$ cat config.mk
export PLATFORM = sky130hd
export DESIGN_NAME = cmd_byte_framer
export DESIGN_NICKNAME = d
export VERILOG_FILES = /design/src/rtl/cmd_byte_framer.sv
export SDC_FILE = /design/constraint.sdc
export NUM_CORES = 1
export LEC_CHECK = 0
export CAP_MARGIN = 20
export CELL_PAD_IN_SITES_DETAIL_PLACEMENT = 1
export CELL_PAD_IN_SITES_GLOBAL_PLACEMENT = 2
export CORE_MARGIN = 1
export CORE_UTILIZATION = 35
export DETAILED_ROUTE_END_ITERATION = 12
export PLACE_DENSITY_LB_ADDON = 0.1
export SLEW_MARGIN = 20
export SYNTH_ARGS = -nofsm -noshare
export SYNTH_HDL_FRONTEND = slang
export SYNTH_SLANG_ARGS = --single-unit
$ cat constraint.sdc
create_clock -name clk -period 4.9 [get_ports clk]
set_clock_uncertainty 0.05 [all_clocks]
set_input_delay 0.735 -clock clk [delete_from_list [all_inputs] [get_ports clk]]
set_output_delay 0.735 -clock clk [all_outputs]
set_load 0.05 [all_outputs]
$ cat src/rtl/cmd_byte_framer.sv
// Frames UART byte pairs into 16-bit commands and serialises one-byte responses
// back out through the UART transmitter, with an inter-byte resync timeout.
//
// state    | meaning
// WAIT_HI  | idle, next byte is a command high byte
// WAIT_LO  | high byte held, timing out the low byte
// HOLD     | command valid, waiting for the processor to consume it
// TX_IDLE  | transmitter free
// TX_BUSY  | byte in flight, one further response may be pending
module cmd_byte_framer #(
  parameter int TO_CLKS = 1_000_000
) (
  input  logic        clk,
  input  logic        rst,
  input  logic        rx_rdy,
  input  logic [7:0]  rx_data,
  input  logic        clr_cmd_rdy,
  output logic [15:0] cmd,
  output logic        cmd_rdy,
  output logic        overrun,
  output logic        frm_err,
  input  logic        send_resp,
  input  logic [7:0]  resp,
  input  logic        tx_done,
  output logic        trmt,
  output logic [7:0]  tx_data,
  output logic        resp_sent
);

  typedef enum logic [1:0] {WAIT_HI, WAIT_LO, HOLD} rx_state_t;
  typedef enum logic {TX_IDLE, TX_BUSY} tx_state_t;

  localparam logic [19:0] TO_LAST = 20'(TO_CLKS - 1);
  localparam logic [19:0] CNT_MAX = '1;

  rx_state_t   rx_state, rx_state_nxt;
  logic [19:0] to_cnt, to_cnt_nxt;
  logic [15:0] cmd_nxt;
  logic        cmd_rdy_nxt, overrun_nxt, frm_err_nxt;

  tx_state_t   tx_state, tx_state_nxt;
  logic        pend_vld, pend_vld_nxt;
  logic [7:0]  pend, pend_nxt, tx_data_nxt;
  logic        trmt_nxt, resp_sent_nxt;

  always_ff @(posedge clk or posedge rst) begin
    if (rst) begin
      rx_state  <= WAIT_HI;
      to_cnt    <= '0;
      cmd       <= '0;
      cmd_rdy   <= 1'b0;
      overrun   <= 1'b0;
      frm_err   <= 1'b0;
      tx_state  <= TX_IDLE;
      pend_vld  <= 1'b0;
      pend      <= '0;
      tx_data   <= '0;
      trmt      <= 1'b0;
      resp_sent <= 1'b0;
    end else begin
      rx_state  <= rx_state_nxt;
      to_cnt    <= to_cnt_nxt;
      cmd       <= cmd_nxt;
      cmd_rdy   <= cmd_rdy_nxt;
      overrun   <= overrun_nxt;
      frm_err   <= frm_err_nxt;
      tx_state  <= tx_state_nxt;
      pend_vld  <= pend_vld_nxt;
      pend      <= pend_nxt;
      tx_data   <= tx_data_nxt;
      trmt      <= trmt_nxt;
      resp_sent <= resp_sent_nxt;
    end
  end

  always_comb begin
    rx_state_nxt = rx_state;
    to_cnt_nxt   = to_cnt;
    cmd_nxt      = cmd;
    cmd_rdy_nxt  = cmd_rdy;
    overrun_nxt  = overrun;
    frm_err_nxt  = 1'b0;
    case (rx_state)
      WAIT_HI: begin
        if (rx_rdy) begin
          cmd_nxt[15:8] = rx_data;
          to_cnt_nxt    = '0;
          rx_state_nxt  = WAIT_LO;
        end
      end
      WAIT_LO: begin
        to_cnt_nxt = (to_cnt == CNT_MAX) ? to_cnt : to_cnt + 20'd1;
        // A byte arriving on the timeout cycle still completes the frame
        if (rx_rdy) begin
          cmd_nxt[7:0] = rx_data;
          cmd_rdy_nxt  = 1'b1;
          rx_state_nxt = HOLD;
        end else if (to_cnt == TO_LAST) begin
          frm_err_nxt  = 1'b1;
          rx_state_nxt = WAIT_HI;
        end
      end
      HOLD: begin
        if (clr_cmd_rdy) begin
          cmd_rdy_nxt = 1'b0;
          overrun_nxt = 1'b0;
          if (rx_rdy) begin
            cmd_nxt[15:8] = rx_data;
            to_cnt_nxt    = '0;
            rx_state_nxt  = WAIT_LO;
          end else begin
            rx_state_nxt = WAIT_HI;
          end
        end else if (rx_rdy) begin
          overrun_nxt = 1'b1;
        end
      end
      default: rx_state_nxt = WAIT_HI;
    endcase
  end

  always_comb begin
    tx_state_nxt  = tx_state;
    pend_vld_nxt  = pend_vld;
    pend_nxt      = pend;
    tx_data_nxt   = tx_data;
    trmt_nxt      = 1'b0;
    resp_sent_nxt = 1'b0;
    case (tx_state)
      TX_IDLE: begin
        if (send_resp) begin
          tx_data_nxt  = resp;
          trmt_nxt     = 1'b1;
          tx_state_nxt = TX_BUSY;
        end
      end
      TX_BUSY: begin
        if (tx_done) begin
          resp_sent_nxt = 1'b1;
          // Pending byte drains first; a same-cycle request refills the slot
          if (pend_vld) begin
            tx_data_nxt  = pend;
            trmt_nxt     = 1'b1;
            pend_vld_nxt = send_resp;
            if (send_resp) pend_nxt = resp;
          end else if (send_resp) begin
            tx_data_nxt = resp;
            trmt_nxt    = 1'b1;
          end else begin
            tx_state_nxt = TX_IDLE;
          end
        end else if (send_resp) begin
          pend_nxt     = resp;
          pend_vld_nxt = 1'b1;
        end
      end
      default: tx_state_nxt = TX_IDLE;
    endcase
  end

endmodule

; ---- After elaboration in Yosys (flattened, before gate mapping)
; Index checks and enable logic that the tools add are counted.
[word_totals]
register_bits = 61
latchBits = 0
ramBits = 0
mem_bits_ro = 0
in_bits = 22
output_inout_bits = 29
word_cells = 78
mem_count = 0
[op_classes]
add_sub_neg = 1
mul = 0
div = 0
n_lt_le_gt_ge = 0
eq_ne = 11
shifts = 0
muxes = 38
n_bitwise = 1
n_reduce_logical = 14
[op_table]
columns = cell, count
row1 = 2-to-1 mux 8 bit, 8
row2 = 2-to-1 mux 20 bit, 3
row3 = case mux 20 bit (3 select lines), 1
row4 = "== test 20 bit, second input constant", 2
row5 = case mux 8 bit (2 select lines), 2
row6 = "adder 20 x 1 -> 20 bit, second input constant", 1
row7 = 2-to-1 mux 1 bit, 16
row8 = "!= test 2 bit, second input constant", 5
row9 = AND reduction 2 bit, 5
row10 = AND reduction 3 bit, 3
row11 = 2-to-1 mux 2 bit, 4
row12 = nonzero test 2 bit, 4
row13 = case mux 1 bit (2 select lines), 3
row14 = case mux 2 bit (3 select lines), 1
row15 = "!= test 3 bit, second input constant", 1
row16 = nonzero test 3 bit, 1
row17 = "== test 2 x 1 -> 1 bit, second input constant", 1
row18 = "== test 2 bit, second input constant", 1
row19 = logical NOT 2 bit, 1
row20 = "!= test 2 x 1 -> 1 bit, second input constant", 1
row21 = NOT 1 bit, 1

; ---- Longest topological paths before layout
[depth]
depth_word = 4
ltp_mapped = 8
mapped_depth_nobuf = 6

; ---- Worst setup path after synthesis
; OpenSTA, ideal clock, no wires.
[synth_path]
kind = input -> register
startpoint = input rx_rdy
endpoint = register to_cnt[7]
setup_ns = 0.132
t_arrival_ns = 1.575
required_time_ns = 4.718
slack_ns = 3.143
cell_stages = 6
path_buffers = 2
path_cell_list = clkbuf_1 > o22ai_1 > a31o_4 > buf_6 > o21ai_2 > o31ai_1
[synth_via]
elab_chain_cells = 3
[synth_lines]
columns = element, line
row1 = from (decl), 15  ; input logic rx_rdy,
row2 = 2-to-1 mux 20 bit (*), n/a
row3 = 2-to-1 mux 20 bit, n/a
row4 = case mux 20 bit (3 select lines) (*), n/a
row5 = to (signal assigned), 62  ; to_cnt <= to_cnt_nxt;
row6 = to (decl), 37  ; logic [19:0] to_cnt, to_cnt_nxt;
; Every way passes the cells marked *; elsewhere a longest branch is shown, timed or not. The select of a mux whose other input is x is not followed.
; A chain may end at the register's enable or synchronous reset.

; ---- Worst setup path after layout
[layout_path]
startpoint = register tx_data[4]
endpoint = output tx_data[4]
[layout_rtl]
columns = element, line
row1 = from (decl), 26  ; output logic [7:0] tx_data,
row2 = from (signal assigned), 70  ; tx_data <= tx_data_nxt;
; No word-level cell between the ends.

==> run_results.csv <==
group,metric,value,unit
global_route,grt_pass1_vias,2416,
power_and_ir_drop,vdd_ir_drop_max,0.350,mV
critical_path,cp-end-kind,"output port",
critical_path,cp.required,4120,ps
placement,gp_congestion,0.734,
timing,hold_viol_final,0,
detailed_routing,vias,2305,
floorplanning,die_h,91.6,um
critical_path,cp_slowest_cell,"clkdlybuf4s50_1",
layout,area_delta_synth_final,27.0,%
yosys,synth_top_family_by_area,"simple AND/OR/NAND/NOR gates",
power_and_ir_drop,clock_power_share,0.204,
clock_network,clkSlewWorstSetupHoldPaths,70,ps
yosys,yosys_warnings,0,
critical_path,cp_cell_sequence,"clkdlybuf4s50_1",
clock_network,cts_max_path_buffers,2,
detailed_routing,drc_errors,0,
timing,max_freq,0.435,GHz
yosys,yosysTopAreaCell,"dfrtp_1",
floorplanning,rows,32,
critical_path,max_stage_delay,820,ps
critical_path,startpoint_type,"register",
yosys,synth.avg_cell_area,10.1,sq um
floorplanning,core,7730,sq um
global_route,antenna_found_initial,0,
detailed_routing,via_per_inst,5.27,
critical_path,path_buf_inv,1,
critical_path,cp_top_family,"buffers and inverters",
clock_network,post_cts_buffers,0,
detailed_routing,drtIter0Drc,97,
global_route,grt_pass1_wl,12500,um
detailed_routing,ant_nets,0,
clock_network,cts_hold_buf,0,
clock_network,tritoncts,"done",
detailed_routing,drt_wl_total,7190,um
floorplanning,ios,51,
yosys,syn_area,2810,sq um
floorplanning,initial_core_util,0.363,
critical_path,crit_type,"reg2out",
yosys,synthAdderAreaFrac,0.00446,
power_and_ir_drop,leakage,0.00150,uW
power_and_ir_drop,switchingPower,849,uW
yosys,synthSimpleGateAreaFrac,0.219,
critical_path,cp.arrival,1510,ps
global_route,grt_max_degree,33,
timing,rsz0062_at_grt,"false",
layout,fillCellCount,875,
status,status,"finished clean",
yosys,ys_ff_latch,61,
yosys,syn-num-nets,300,
power_and_ir_drop,swShare,0.428,
placement,port_buffers,50,
power_and_ir_drop,powerDensity,556,nW/um^2
yosys,synth_mux_area_frac,0.0642,
timing,timing_worst_slew_pin_value,686,ps
power_and_ir_drop,p_int,1130,uW
detailed_routing,drtPass1Iterations,4,
yosys,synth_compound_area_frac,0.133,
detailed_routing,wl_per_cell,16.4,um
yosys,yosys.cell_types.count,41,
clock_network,htreeDepth,3,
placement,dp_hpwl,5010,um
timing,fin_tns_setup,0,ps
power_and_ir_drop,pwr-share-seq,0.362,
worst_hold_path,hp-class,"reg2reg",
yosys,seq_area_frac_synth,0.544,
timing,relSlewSlack,0.543,
timing,finalSetupViolations,0,
critical_path,cp_max_fo,2,
layout,antenna_cells,0,
layout,layout-drive-gt1-share,0.128,
placement,placed_cell_area,3390,sq um
global_route,grt_use_total,0.193,
power_and_ir_drop,comb_power_share,0.433,
layout,fin_nets,353,
floorplanning,die-area,8380,sq um
timing,slew_violations,0,
clock_network,clock_latency,330,ps
clock_network,clockRootBuffer,"clkbuf_8",
yosys,synth_top_area_share,0.544,
global_route,grt_overflow,0,
clock_network,post_cts_resized,0,
floorplanning,fp.dieW,91.6,um
timing,period_minus_slack,2300,ps
layout,final_area,3570,sq um
yosys,synth_cells,277,
yosys,synth_area_leaders,"dfrtp_1 54%, mux2_2 6.4%, nand2_1 5.6%, nor2_1 4.0%, a21oi_1 2.7%",
run,max-cap-violations,0,
yosys,synth_xor_area_frac,0.00312,
clock_network,cts_inserted_buffers,9,
clock_network,clock_sinks,61,
timing,fin_crit_sh,0.469,
critical_path,r2r_slack,2780,ps
==> cells in the mapped netlist (all sizes together) <==
library cell / count
nor3: 4
ha: 1
clkbuf: 4
nor4: 3
nand4: 6
a21oi: 15
o22ai: 10
buf: 6
a31oi: 4
nand3: 13
o311ai: 2
nor3b: 3
and3b: 1
dfrtp: 61
and3: 3
o31ai: 2
nand3b: 2
mux2: 16
inv: 7
a31o: 1
and2: 3
a311oi: 1
o211ai: 1
nor2b: 3
a41oi: 2
a22o: 1
nand2b: 3
nor2: 30
o21ai: 22
and4: 4
xnor2: 1
nand2: 42
==> cell usage in the layout, fill, tap and decap left out, drive strengths merged, types with 4 or more instances in the layout <==
cell,n
a31oi,4
nand3,13
nor3,4
nand4,6
clkdlybuf4s50,50
clkbuf,13
nand2,42
inv,7
nor2,30
a21oi,15
o21ai,22
mux2,16
dfrtp,61
o22ai,10
and4,4
==> cells by family after synthesis <==
| kind of cell | count (synthesis) |
|---|---|
| buffers and inverters | 17 |
| muxes | 16 |
| adders and majority gates | 1 |
| DFF | 61 |
| xor gates and xnor gates | 1 |
| AOI/OAI and AO/OA | 61 |
| and+or+nand+nor | 120 |
==> layout make-up <==
cell class	count	area, sq um	area share
repair buffers	52	515	0.145
inverters	7	26.3	0.00737
clock buffers	13	159	0.0446
flip-flops and latches	61	1530	0.428
clock inverters	3	20.0	0.00561
well taps	102	128	0.0358
multi-input cells	199	1190	0.334
==> power by group through the flow <==
| stage | Clock, uW | Combinational [uW] | Sequential (uW) |
|---|---|---|---|
| 2_1_floorplan | 0 | 254 | 1040 |
| 3_3_place_gp | 0 | 860 | 722 |
| 3_5_place_dp | 0 | 869 | 726 |
| 4_1_cts | 419 | 871 | 721 |
| 5_1_grt | 437 | 915 | 737 |
| 6_report | 405 | 858 | 718 |
==> per-stage QoR <==
stage	power, uW	setup slack, ps	hold WS (ps)	cells	utilization
detailed placement	1590	2470	416	421	0.438
CTS	2010	2570	437	437	0.461
global placement	1580	2540	408	421	0.438
global route	2090	2540	462	437	0.461
floorplan	1290	2600	423	277	-
finish	1980	2600	429	437	0.461
==> path summary, 6_finish.rpt <==
path                                  start           to  cells past startpoint
worst min-delay path                 cmd[9]       cmd[9]                      2
max in group asynchronous               rst  rx_state[0]                      3
worst max-delay path             tx_data[4]   tx_data[4]                      1
min in group asynchronous               rst      pend[6]                      2
worst min register to register       cmd[9]       cmd[9]                      2
worst max register to register  rx_state[0]   to_cnt[12]                      5
==> per-layer routing <==
metal	part of all wire	GRT usage
met2	0.48	0.308
met1	0.48	0.262
met3	0.033	0.0310
met4	0.010	0.0794
met5	0	0
==> registers in the layout (all words and copies together) (netlist names), 2 cells and up <==
signal / count
to_cnt: 20
tx_data: 8
cmd: 16
pend: 8
rx_state: 2
No activity file was read; power rests on OpenSTA's default activity.
